===== src/rtl/pwm_multi.sv =====
// N-channel PWM peripheral: one shared prescaler and period counter, per-channel duty and polarity.
// PERIOD/DUTY writes go to shadow registers and reach the counter only at a period wrap.
module pwm_multi #(
    parameter int unsigned NUM_CH  = 4,
    parameter int unsigned CNT_W   = 16,
    parameter int unsigned PRESC_W = 16
) (
    input  logic              clk_i,
    input  logic              rst_n_i,
    output logic [NUM_CH-1:0] pwm_o,
    input  logic [31:0]       addr_32b_i,
    input  logic              wren_i,
    input  logic              rden_i,
    input  logic [31:0]       din_32b_i,
    output logic [31:0]       dout_32b_o,
    output logic              dout_32b_valid_o,
    output logic              interrupt_o
);

    localparam int unsigned IDX_W     = 5;
    localparam int unsigned DUTY_BASE = 4;
    localparam logic [IDX_W-1:0] IDX_CTRL   = IDX_W'(0);
    localparam logic [IDX_W-1:0] IDX_PRESC  = IDX_W'(1);
    localparam logic [IDX_W-1:0] IDX_PERIOD = IDX_W'(2);
    localparam logic [IDX_W-1:0] IDX_STATUS = IDX_W'(3);

    logic [IDX_W-1:0]   idx_c;
    logic [31:0]        rdata_c;
    logic               unused_c;

    logic               run_q, run_d;
    logic               irq_en_q, irq_en_d;
    logic [NUM_CH-1:0]  pol_q, pol_d;
    logic [PRESC_W-1:0] presc_q, presc_d;
    logic [CNT_W-1:0]   period_q, period_d;
    logic [CNT_W-1:0]   duty_q [NUM_CH];
    logic [CNT_W-1:0]   duty_d [NUM_CH];
    logic               wrap_q, wrap_d;
    logic [PRESC_W-1:0] presc_cnt_q, presc_cnt_d;
    logic [CNT_W-1:0]   cnt_q, cnt_d;
    logic [CNT_W-1:0]   period_act_q, period_act_d;
    logic [CNT_W-1:0]   duty_act_q [NUM_CH];
    logic [CNT_W-1:0]   duty_act_d [NUM_CH];
    logic [NUM_CH-1:0]  pwm_q, pwm_d;
    logic [31:0]        dout_q, dout_d;
    logic               valid_q, valid_d;
    logic               irq_q, irq_d;
    logic               tick_c;
    logic               wrap_set_c;

    assign idx_c    = addr_32b_i[6:2];
    assign unused_c = ^{addr_32b_i, din_32b_i};

    // Read mux: unmapped offsets and channels beyond NUM_CH read as zero
    always_comb begin
        rdata_c = '0;
        case (idx_c)
            IDX_CTRL: begin
                rdata_c[0]           = run_q;
                rdata_c[1]           = irq_en_q;
                rdata_c[8 +: NUM_CH] = pol_q;
            end
            IDX_PRESC:  rdata_c = 32'(presc_q);
            IDX_PERIOD: rdata_c = 32'(period_q);
            IDX_STATUS: rdata_c = 32'(wrap_q);
            default: begin
                for (int i = 0; i < NUM_CH; i++) begin
                    if (idx_c == IDX_W'(DUTY_BASE + i)) begin
                        rdata_c = 32'(duty_q[i]);
                    end
                end
            end
        endcase
    end

    always_comb begin
        run_d        = run_q;
        irq_en_d     = irq_en_q;
        pol_d        = pol_q;
        presc_d      = presc_q;
        period_d     = period_q;
        duty_d       = duty_q;
        presc_cnt_d  = presc_cnt_q;
        cnt_d        = cnt_q;
        period_act_d = period_act_q;
        duty_act_d   = duty_act_q;
        pwm_d        = '0;
        tick_c       = 1'b0;
        wrap_set_c   = 1'b0;

        // Counters run only while enabled; stopped state keeps active copies tracking the shadows
        if (run_q) begin
            if (presc_cnt_q == presc_q) begin
                tick_c      = 1'b1;
                presc_cnt_d = '0;
            end else begin
                presc_cnt_d = presc_cnt_q + PRESC_W'(1);
            end
            if (tick_c) begin
                if (cnt_q == period_act_q) begin
                    cnt_d        = '0;
                    period_act_d = period_q;
                    duty_act_d   = duty_q;
                    wrap_set_c   = 1'b1;
                end else begin
                    cnt_d = cnt_q + CNT_W'(1);
                end
            end
        end else begin
            presc_cnt_d  = '0;
            cnt_d        = '0;
            period_act_d = period_q;
            duty_act_d   = duty_q;
        end

        if (wren_i) begin
            case (idx_c)
                IDX_CTRL: begin
                    run_d    = din_32b_i[0];
                    irq_en_d = din_32b_i[1];
                    pol_d    = din_32b_i[8 +: NUM_CH];
                end
                IDX_PRESC:  presc_d  = PRESC_W'(din_32b_i);
                IDX_PERIOD: period_d = CNT_W'(din_32b_i);
                default: begin
                    for (int i = 0; i < NUM_CH; i++) begin
                        if (idx_c == IDX_W'(DUTY_BASE + i)) begin
                            duty_d[i] = CNT_W'(din_32b_i);
                        end
                    end
                end
            endcase
        end

        // A wrap in the same cycle as the W1C clear keeps the flag set
        wrap_d = wrap_set_c |
                 (wrap_q & ~(wren_i & (idx_c == IDX_STATUS) & din_32b_i[0]));

        for (int i = 0; i < NUM_CH; i++) begin
            pwm_d[i] = (run_q & (cnt_q < duty_act_q[i])) ^ pol_q[i];
        end

        valid_d = wren_i | rden_i;
        dout_d  = (rden_i & ~wren_i) ? rdata_c : dout_q;
        irq_d   = wrap_d & irq_en_d;
    end

    always_ff @(posedge clk_i or negedge rst_n_i) begin
        if (!rst_n_i) begin
            run_q        <= 1'b0;
            irq_en_q     <= 1'b0;
            pol_q        <= '0;
            presc_q      <= '0;
            period_q     <= '0;
            wrap_q       <= 1'b0;
            presc_cnt_q  <= '0;
            cnt_q        <= '0;
            period_act_q <= '0;
            pwm_q        <= '0;
            dout_q       <= '0;
            valid_q      <= 1'b0;
            irq_q        <= 1'b0;
            for (int i = 0; i < NUM_CH; i++) begin
                duty_q[i]     <= '0;
                duty_act_q[i] <= '0;
            end
        end else begin
            run_q        <= run_d;
            irq_en_q     <= irq_en_d;
            pol_q        <= pol_d;
            presc_q      <= presc_d;
            period_q     <= period_d;
            wrap_q       <= wrap_d;
            presc_cnt_q  <= presc_cnt_d;
            cnt_q        <= cnt_d;
            period_act_q <= period_act_d;
            pwm_q        <= pwm_d;
            dout_q       <= dout_d;
            valid_q      <= valid_d;
            irq_q        <= irq_d;
            for (int i = 0; i < NUM_CH; i++) begin
                duty_q[i]     <= duty_d[i];
                duty_act_q[i] <= duty_act_d[i];
            end
        end
    end

    assign pwm_o            = pwm_q;
    assign dout_32b_o       = dout_q;
    assign dout_32b_valid_o = valid_q;
    assign interrupt_o      = irq_q;

endmodule


===== config.mk =====
export PLATFORM = sky130hd
export DESIGN_NAME = pwm_multi
export DESIGN_NICKNAME = d
export VERILOG_FILES = /design/src/rtl/pwm_multi.sv
export SDC_FILE = /design/constraint.sdc
export NUM_CORES = 1
export LEC_CHECK = 0
export BUFFER_PORTS_ARGS = -buffer_cell sky130_fd_sc_hd__buf_4
export CAP_MARGIN = 20
export CORE_MARGIN = 1
export CORE_UTILIZATION = 40
export DETAILED_ROUTE_END_ITERATION = 10
export GPL_TIMING_DRIVEN = 0
export PLACE_DENSITY = 0.55
export SYNTH_ARGS = -nofsm -noshare
export SYNTH_HDL_FRONTEND = slang
export SYNTH_SLANG_ARGS = --single-unit

===== constraint.sdc =====
create_clock -name clk_i -period 5.5 [get_ports clk_i]
set_clock_uncertainty 0.1 [all_clocks]
set_input_delay 0.55 -clock clk_i [delete_from_list [all_inputs] [get_ports clk_i]]
set_output_delay 0.55 -clock clk_i [all_outputs]
set_load 0.005 [all_outputs]

# After elaboration in Yosys (flattened, before gate mapping)
# Index checks and enable logic that the tools add are counted.
totals:
  reg_bits: 253
  word_cells: 93
op_classes:
  addsub: 2
  order_cmp: 4
  eq_ne: 11
  muxes: 26
  bitwise_logic: 18
  reduce_logical: 11
op_table:
  columns: ["cell", "n"]
  rows:
  - ["64-bit two-way mux", 3]
  - ["16-bit two-way mux", 9]
  - ["32-bit two-way mux", 3]
  - ["16-bit less-than comparator", 4]
  - ["20-bit one-hot mux with 3 select lines", 1]
  - ["16-bit by 1-bit adder with 16-bit output, second input constant", 2]
  - ["16-bit equality test", 2]
  - ["5-bit by 3-bit equality test with 1-bit output, second input constant", 4]
  - ["6-bit one-hot mux with 3 select lines", 1]
  - ["4-bit one-hot mux with 4 select lines", 1]
  - ["3-bit AND reduction", 4]
  - ["5-bit by 2-bit equality test with 1-bit output, second input constant", 2]
  - ["1-bit AND", 9]
  - ["2-bit one-hot mux with 4 select lines", 1]
  - ["2-bit AND reduction", 4]
  - ["1-bit two-way mux", 7]
  - ["5-bit by 1-bit equality test with 1-bit output, second input constant", 1]
  - ["5-bit logical NOT", 1]
  - ["2-bit by 1-bit != test with 1-bit output, second input constant", 2]
  - ["1-bit bitwise XOR", 4]
  - ["1-bit NOT", 3]
  - ["3-bit OR reduction", 1]
  - ["1-bit bitwise OR", 2]
  - ["2-bit OR reduction", 1]

# Depth between registers and ports, before layout
# Gate-level depths: netlist (run 1).
logic_depth:
  word_depth: 7
  mapped_depth: 10

# Worst setup path before layout (run 1)
# No wires, ideal clock.
synth_path:
  path_type: "reg2reg"
  from: "reg cnt_q[6]"
  to: "reg period_act_q[10]"
  setup_ns: 0.127
  arrival_ns: 2.002
  t_required_ns: 5.273
  slack_ns: 3.271
  stages_incl_launch_ff: 9
  path_buffers: 2
  synth_period_minus_slack_ns: 2.229
  cell_sequence: "dfrtp_1 xnor2_1 nand4_1 nor4_1 and2_1 nand2b_4 buf_12 buf_6 mux2_1"
synth_between:
  elab_chain_cells: 3
synth_rtl:
  columns: ["item", "line_no", "source"]
  rows:
  - ["start: declaration", "40", "logic [CNT_W-1:0] cnt_q, cnt_d;"]
  - ["start signal: assignment", "175", "cnt_q <= cnt_d;"]
  - ["16-bit equality test", "100", "if (cnt_q == period_act_q) begin"]
  - ["2-bit by 1-bit != test with 1-bit output (no line)", null, null]
  - ["2-bit AND reduction (no line)", null, null]
  - ["end signal: assignment", "176", "period_act_q <= period_act_d;"]
  - ["end: declaration", "41", "logic [CNT_W-1:0] period_act_q, period_act_d;"]
# Every way passes these cells.
# A chain may end at the register's enable or synchronous reset.

# Final worst setup path (run 1)
layout_path:
  from: "reg cnt_q[10]"
  to: "reg period_act_q[11]"
# Same word-level chain as after synthesis.

==> results.md, run 1 <==
CTS:
- Gates resized during post-CTS repair numbered 0.
- The CTS sink count is 237.
- The number of H-tree branching levels is 1.
- The buffer levels on the longest clock path is 3.
- The tree is rooted in a sky130_fd_sc_hd__clkbuf_16.
- The latest clock arrival within the worst-skew pair is 540 ps.
- TritonCTS built the clock tree.
- Counting the buffers created by CTS gives 27.
- The clock transition at the registers of the reported paths is 60 ps.

Pwr:
- The part of the total power dissipated in the clock network is 0.324.
- The net switching power figure is 1660 uW.
- The design draws about 5700 uW.
- The internal power is 4030 uW.
- The worst voltage drop across the vdd grid is between 0.0002 and 0.00025 V.
- The share of total power in combinational logic is 0.240.
- The fraction of power consumed by sequential logic is 0.436.
- The total power per unit cell area is 408 nW/um2.
- Of the total power, the share spent switching nets is 0.292.
- The leakage power summed over all cells is between 0.006 and 0.007 uW.

Timing:
- The worst path in the final design needs a cycle of roughly 3200 ps, including I/O delays and setup.
- The final hold violation count is 0.
- The number of slew-limit violations in the final report is 0.
- Setup repair after global routing left no endpoint under its margin.
- Static timing analysis puts the maximum clock frequency at 313 MHz.
- After routing, the total negative slack on setup checks comes to 0 ps.
- The worst slew margin relative to its limit is 0.421.
- Of the available clock period, the critical path in the final layout requires 0.581.
- The transition time at the pin with the least slew margin is 868 ps.
- The setup slack of the critical path after layout is 2310 ps.
- Setup violations remaining at the end of the flow were counted as 0.

Floorplanning:
- For this configuration, the core starts out at a cell density of 0.408.
- From left edge to right edge, the die measures 176 um.
- The die covers 30900 um2.
- The floorplan core area is 29600 um2.
- The total number of placement rows is 63.
- In this run the count of I/O pins placed on the die edge is 106.
- Measured along the y axis, the die boundary spans about 180 um.

Logic synthesis:
- The fraction of registers with async set/reset is 1.00.
- The number of different library cells used by synthesis comes to 54.
- The synthesized instance count is just under 1000.
- The portion of synthesized area spent on multiplexers is 0.191.
- The number of enable-type register cells in the synthesized netlist is 0.
- The cell area after synthesis is 12100 um2.
- The area fraction in compound gates after synthesis is 0.0877.
- The post-synthesis xor/xnor area fraction is 0.0428.
- The post-synthesis area per instance is 12.4 um2.
- The most used flip-flop cell after synthesis is sky130_fd_sc_hd__dfrtp_1.
- The sequential area share after synthesis is 0.491.
- The share of synthesized area in the top cell type comes to 0.491.
- The adder-cell share of the synthesized area is 0.0642.
- Yosys instantiated no cell more often than sky130_fd_sc_hd__dfrtp_1.
- The synthesized design contains 237 register bits.
- The cell type with the largest total area after synthesis is sky130_fd_sc_hd__dfrtp_1.
- For this run, the number of Yosys warnings is 0.
- Sorting the synthesized cells by how often they occur yields sky130_fd_sc_hd__dfrtp_1, sky130_fd_sc_hd__mux2_2, sky130_fd_sc_hd__inv_1.
- The share of synthesized cell area in and, or, nand and nor gates is 0.0690.
- In the post-synthesis netlist, the biggest area contributors are sky130_fd_sc_hd__dfrtp_1, sky130_fd_sc_hd__mux2_2, sky130_fd_sc_hd__ha_1.
- The combinational family with the most area after synthesis is multiplexers.

Global route:
- Entering global routing, the biggest net connects 118 pins.
- The first global-routing pass estimated 49.2 mm of wire.
- Summed over all layers, the global routing overflow is 0.
- The overall global routing resource usage is 0.213.
- The number of global-route vias before repair was 7924.
- The initial antenna violation count was 0.

Route:
- The remaining antenna violation count after routing is 0.
- Summed over all layers, the routed wires come to 31.5 mm.
- The final route contains 7810 vias.
- The detailed router's first-iteration violation count is 404.
- In the final routed layout, each cell accounts on average for 21.3 um.
- The number of detailed-routing iterations run before antenna repair is 4.
- Using the TritonRoute via totals, the vias-per-cell ratio works out to 5.27.
- In the routed design, unresolved DRC markers number 0.

Setup path:
- The kind of critical path is reg2reg.
- Traced cell by cell, the critical path runs through xnor2_1, nand4_1, nor4_1, and2_1, nand2b_4, buf_12, buf_6, mux2_1.
- In this run the critical register-to-register path is captured at period_act_q[11]$_DFFE_PN0P_.
- The sort of element at the end of the critical path is a register.
- Measured in cells, the most critical reg-to-reg path has a length of 8.
- The critical path buffer and inverter count is 2.
- The depth of the critical timing path with buffers and inverters included is 8.
- At the worst endpoint, the arrival time is 3500 ps.
- The maximum fanout encountered on the critical timing path is 10.
- The startpoint identified for the worst register-to-register timing path is cnt_q[10]$_DFFE_PN0P_.
- On the critical path the largest part of the delay comes from simple AND/OR/NAND/NOR gates.
- The cell with the biggest individual delay on the critical path is sky130_fd_sc_hd__nor4_1.
- The register-to-register setup slack is 2310 ps.
- STA classifies the critical path startpoint as a register.
- In this design, the stage delay of the slowest critical-path cell is ~560 ps.
- The required arrival time at the worst endpoint is 5810 ps.

Finish:
- The share of cells above drive strength 1 is 0.291.
- The final-layout fill cell count is 2763.
- Summing all multi-input logic gate instances after layout gives 5560 um2.
- The antenna diode instance count is 0.
- The area used by sequential logic in the layout is 5930 um2.
- The finished cells cover 14000 um2.
- From synthesis to final layout, the design area changed by 15.5%.
- At the end of the flow, the number of nets in the layout was 1201.

Min path:
- The worst hold path class is in2reg.
- The count of cells along the worst hold path is 2.
- The terminating pin of the worst hold path is dout_32b_valid_o$_DFF_PN0_.
- The beginning of the worst hold path is rden_i.

Run status:
- The flow ran to the end, and the final reports show no timing, DRC or antenna violations.

Placement:
- The HPWL after detailed placement is 23.4 mm.
- The placed cell area is 13000 um2.
- At the end of routability-driven placement, the weighted congestion stood at 0.814.
- Port buffering added 45 buffers.
- The post-placement setup slack is 2290 ps.

Flow run:
- The number of maximum-capacitance violations is 0.
registers in the layout, indices dropped and copies added (netlist names), 4 cells and up:
register      cells
cnt_q            16
dout_32b_o       16
duty_act_q       64
duty_q           64
period_act_q     16
period_q         16
pol_q             4
presc_cnt_q      16
presc_q          16
pwm_o             4
worst max path at each step:
stage / endpoint / from
2_1_floorplan: period_act_q[10]$_DFFE_PN0P_ / cnt_q[6]$_DFFE_PN0P_
3_3_place_gp: presc_cnt_q[1]$_DFF_PN0_ / rst_n_i
3_5_place_dp: interrupt_o$_DFF_PN0_ / addr_32b_i[6]
4_1_cts: period_act_q[11]$_DFFE_PN0P_ / cnt_q[10]$_DFFE_PN0P_
5_1_grt: period_act_q[13]$_DFFE_PN0P_ / cnt_q[10]$_DFFE_PN0P_
6_report: period_act_q[11]$_DFFE_PN0P_ / cnt_q[10]$_DFFE_PN0P_
layer usage:
metal | up-vias | wire length [um] | GRT usage
met2 | 140 | 14500 | 0.336
met3 | 40 | 1300 | 0.0219
li1 | 3669 | - | -
met1 | 3961 | 15100 | 0.315
met4 | 0 | 648 | 0.0493
met5 | - | 0 | 0
placed cells by master (no fill, tap or decap), types with 6 or more instances in the layout:
cell / synthesis / layout
sky130_fd_sc_hd__dfrtp_1: 237 / 237
sky130_fd_sc_hd__mux2_2: 126 / 126
sky130_fd_sc_hd__inv_1: 70 / 70
sky130_fd_sc_hd__buf_4: 19 / 63
sky130_fd_sc_hd__ha_1: 62 / 62
sky130_fd_sc_hd__mux2_4: 50 / 50
sky130_fd_sc_hd__xnor2_1: 44 / 44
sky130_fd_sc_hd__nand2_1: 35 / 35
sky130_fd_sc_hd__a22oi_1: 32 / 32
sky130_fd_sc_hd__o21ai_0: 31 / 31
sky130_fd_sc_hd__nor2_1: 27 / 27
sky130_fd_sc_hd__clkbuf_16: 0 / 27
sky130_fd_sc_hd__nand3_1: 22 / 22
sky130_fd_sc_hd__nand4_1: 21 / 21
sky130_fd_sc_hd__clkbuf_1: 16 / 20
sky130_fd_sc_hd__a21oi_1: 17 / 17
sky130_fd_sc_hd__a21o_1: 16 / 16
sky130_fd_sc_hd__conb_1: 1 / 16
sky130_fd_sc_hd__xor2_1: 15 / 15
sky130_fd_sc_hd__buf_2: 11 / 11
sky130_fd_sc_hd__a221oi_1: 10 / 10
sky130_fd_sc_hd__a311oi_1: 10 / 10
sky130_fd_sc_hd__clkbuf_8: 0 / 9
sky130_fd_sc_hd__a2111oi_0: 8 / 8
sky130_fd_sc_hd__o211ai_1: 8 / 8
sky130_fd_sc_hd__nand2b_1: 7 / 7
sky130_fd_sc_hd__clkinv_2: 0 / 7
sky130_fd_sc_hd__and3_1: 6 / 6
sky130_fd_sc_hd__or3_1: 6 / 6
sky130_fd_sc_hd__nor3_1: 6 / 6
sky130_fd_sc_hd__a211oi_1: 6 / 6
sky130_fd_sc_hd__buf_12: 6 / 6
sky130_fd_sc_hd__mux2_1: 6 / 6
per-stage QoR:
step,instances,hold slack (ps),utilization
floorplan,993,154,-
global placement,1428,364,0.437
detailed placement,1430,368,0.440
CTS,1481,104,0.471
global route,1482,118,0.471
finish,1482,121,0.471
final cells by class:
type,instances,area share
clock buffer,40,0.0583
timing repair buffer,49,0.0298
inverter,70,0.0188
clock inverter,10,0.00744
multi-input combinational,633,0.398
buffer,53,0.0279
tap,390,0.0350
sequential,237,0.425
power by group through the flow:
stage	logic (uW)	clock network [uW]	registers, uW
after global placement	1340	0	2490
after CTS	1380	1890	2480
after global routing	1520	1960	2530
final	1370	1840	2480
after floorplan	1020	0	2390
after detailed placement	1370	0	2500
kinds of logic after synthesis:
| logic type | Yosys count |
|---|---|
| buffers and inverters | 123 |
| adder cells (fa/ha/maj) | 62 |
| XOR/XNOR | 59 |
| AO/OA/AOI/OAI | 152 |
| AND/OR/NAND/NOR | 156 |
| other | 1 |
| flip-flops | 237 |
| multiplexers | 188 |
timing repair:
action,4_1_cts,5_1_grt
hold buffers,1,0
buffers inserted,0,0
hold endpoints to repair,57,0
No activity file was read; power rests on OpenSTA's default activity.
==> run 2, diff against run 1 <==
- clock period: 5.5 -> 3.05 ns (I/O delays scaled with it)
==> results.md, run 2 (same netlist as run 1, synthesis figures left out) <==
Run status:
- The run finished with clean final reports.

Route:
- The detail-routed net length per standard cell was 21.1 um (-0.68%).
- The final routed wirelength across all metal layers is 31.6 mm (+0.39%).
- The number of detailed-routing iterations run before antenna repair is 4 (unchanged).
- The detail-routed via count per cell was 5.26 (-0.19%).
- The via count of the routed design was 7879 (+0.88%).
- The remaining antenna violation count after routing is 0 (unchanged).
- The remaining routing DRC violations is 0 (unchanged).
- The detailed router's first-iteration violation count came to 399 (-1.2%).

Finish:
- The post-route cell area came to 14100 um2 (+1.3%).
- The number of cells in the finished layout apart from fillers is 1498 (+1.1%).
- The largest registers in the layout are duty_act_q (64), duty_q (64).
- The area used by sequential logic in the layout came to 5930 um2 (unchanged).
- The share of the core filled with cells came to 0.477 (+0.00616).
- The growth of design area from synthesis to finish is 17.1%.
- The share of cells above drive strength 1 came to 0.289 (-0.00240).
- The final-layout fill cell count is 2747 (-0.58%).
- The layout net count is 1217 (+1.3%).
- In the layout the commonest cells are sky130_fd_sc_hd__dfrtp_1, sky130_fd_sc_hd__mux2_2, sky130_fd_sc_hd__inv_1.
- The area of the multi-input gates is 5580 um2 (+0.41%).
- The antenna diode instance count came to 0 (unchanged).
- Leaving out fill and tap cells, the most frequent cell in the layout is sky130_fd_sc_hd__dfrtp_1.

CTS:
- The buffer levels on the longest clock path was 3 (unchanged).
- The cell sitting at the root of the clock tree is a sky130_fd_sc_hd__clkbuf_16.
- The number of H-tree branching levels is 1 (unchanged).
- TritonCTS built the clock tree.
- The CTS sink count is 237 (unchanged).
- The latest clock arrival within the worst-skew pair is 540 ps (about the same).
- The clock transition at the registers of the reported paths is 60 ps (about the same).
- The total CTS buffers was 27 (unchanged).
- The number of post-CTS setup repair buffers was 0 (unchanged).

Floorplanning:
- The number of primary I/O pins was 106 (unchanged).
- The width of the die is 176 um (unchanged).
- The total number of placement rows is 63 (unchanged).
- The overall die height came to 176 um (unchanged).
- The area enclosed by the die boundary came to 30900 um2 (unchanged).
- The floorplan core area came to 29600 um2 (unchanged).
- The effective utilization at floorplan is 0.408 (unchanged).

Timing:
- The worst hold slack is 17.1 ps (-104 ps).
- The maximum operating frequency came to 346 MHz (+11%).
- The worst slew margin relative to its limit came to 0.432 (+0.0105).
- The final hold violation count is 0 (unchanged).
- The count of final setup violators is 0 (unchanged).
- Setup repair after global routing left no endpoint under its margin.
- The transition time at the pin with the least slew margin is 852 ps (-15.8 ps).
- The post-route clock period utilization came to 0.947 (+0.366).
- The final critical delay including setup and external delays came to 2890 ps (-306 ps).
- The number of slew-limit violations in the final report is 0 (unchanged).

Global route:
- The overall global routing resource usage is 0.214 (+0.000895).
- The first-pass GRT wire length is 49.4 mm (+0.48%).
- The global route total overflow is 0 (unchanged).
- The global-route met2 utilization is 0.338 (+0.00247).
- The layer flagged by global routing as most heavily used is met2.
- The initial antenna violation count is 0 (unchanged).
- The number of global-route vias before repair is 7986 (+0.78%).
- The met1 global-route usage is 0.316 (+0.000838).
- The met3 layer usage reported by global route was 0.0214 (-0.000433).
- The maximum number of pins on one net before global-route repair is 118 (unchanged).

Pwr:
- The leakage power summed over all cells is 0.00666 uW (+1.1%).
- The total power per unit cell area is 729 nW/um2 (+79%).
- The worst voltage drop across the vdd grid is 0.000403 V (+79%).

Setup path:
- The signal on the critical path passes through xnor2_2, nand4_1, nor4_4, and2_1, nand2b_4, buf_12, buf_6, mux2_1.
- The maximum fanout encountered on the critical timing path came to 10 (unchanged).
- The kind of critical path is reg2reg.
- The stage delay of the slowest cell on the critical path is 560 ps (about the same).
- The worst setup path is captured at a register.
- The largest individual stage delay along the critical path comes from the cell sky130_fd_sc_hd__dfrtp_1.
- The critical path arrival came to 3200 ps (-300 ps).
- The required arrival time at the worst endpoint is 3360 ps (-2450 ps).
- The register-to-register setup slack is 160 ps (-2140 ps).
- The startpoint class of the critical path is a register.

Placement:
- The count of placed standard cells including taps is 1430 (unchanged).
- The HPWL after detailed placement is 23.4 mm (unchanged).
- The global placer's final weighted congestion is 0.814 (unchanged).
- The placed cell area is 13000 um2 (unchanged).
- The count of port buffers added during placement was 45 (unchanged).

Min path:
- The worst hold path belongs to the class in2reg.

Flow run:
- The number of maximum-capacitance violations came to 0 (unchanged).
## run 2: cell types whose count changed in the layout (fill, tap and decap cells not counted)
| cell | previous run | this run |
|---|---|---|
| sky130_fd_sc_hd__xnor2_2 | 0 | 1 |
| sky130_fd_sc_hd__nor4_4 | 0 | 1 |
| sky130_fd_sc_hd__dlygate4sd3_1 | 1 | 17 |
| sky130_fd_sc_hd__nor4_1 | 2 | 1 |
| sky130_fd_sc_hd__xnor2_1 | 44 | 43 |
## run 2: power breakdown
group / switching, uW / total [uW] / internal, uW
sequential: 575 / 4470 / 3900
combinational: 1120 / 2510 / 1380
clock: 1320 / 3330 / 2010
total: 3020 / 10300 / 7290
## run 2: worst paths after layout
kind	startpoint	end	depth (start not counted)
setup / recovery	cnt_q[10]$_DFFE_PN0P_	period_act_q[10]$_DFFE_PN0P_	8
hold / removal	din_32b_i[8]	pol_q[0]$_DFFE_PN0P_	2
setup reg to reg	cnt_q[10]$_DFFE_PN0P_	period_act_q[10]$_DFFE_PN0P_	8
hold reg to reg	dout_32b_o[8]$_DFFE_PN0P_	dout_32b_o[8]$_DFFE_PN0P_	2
max in group asynchronous	rst_n_i	duty_q[19]$_DFFE_PN0P_	4
min in group asynchronous	rst_n_i	duty_q[57]$_DFFE_PN0P_	2
## run 2: metrics by stage
step,total power [uW],setup slack [ps],TNS (ps)
finish,10300,162,0
global route,10900,72.0,0
CTS,10400,36.9,0
detailed placement,6980,-76.0,-2010
global placement,6920,-427,-94990
floorplan,6160,821,0
## run 2: worst max-delay path, delay by kind of cell, from the launching register on
family	cells	cell delay [ps]
xor+xnor	1	360
buf+inv	2	330
flops	1	560
mux	1	340
simple gates	4	1070
## run 2: timing repair
item                                    in CTS  in global routing
endpoints found under the setup margin      85                 86
resized for setup                            1                  2
pin swaps                                    0                  0
hold buffers                                17                  0
hold endpoints to repair                   150                  0
## run 2: layout make-up
type | instances | area share
Clock buffer | 40 | 0.0576
Clock inverter | 10 | 0.00734
Multi-Input combinational cell | 633 | 0.394
Tap cell | 390 | 0.0345
Timing Repair Buffer | 65 | 0.0407
Inverter | 70 | 0.0186
Sequential cell | 237 | 0.419
Buffer | 53 | 0.0275
## run 2: per-layer routing
layer / up-vias / wire length (um)
li1: 3698 / -
met1: 3994 / 15300
met2: 145 / 14600
met3: 42 / 1130
met4: 0 / 677
met5: - / 0
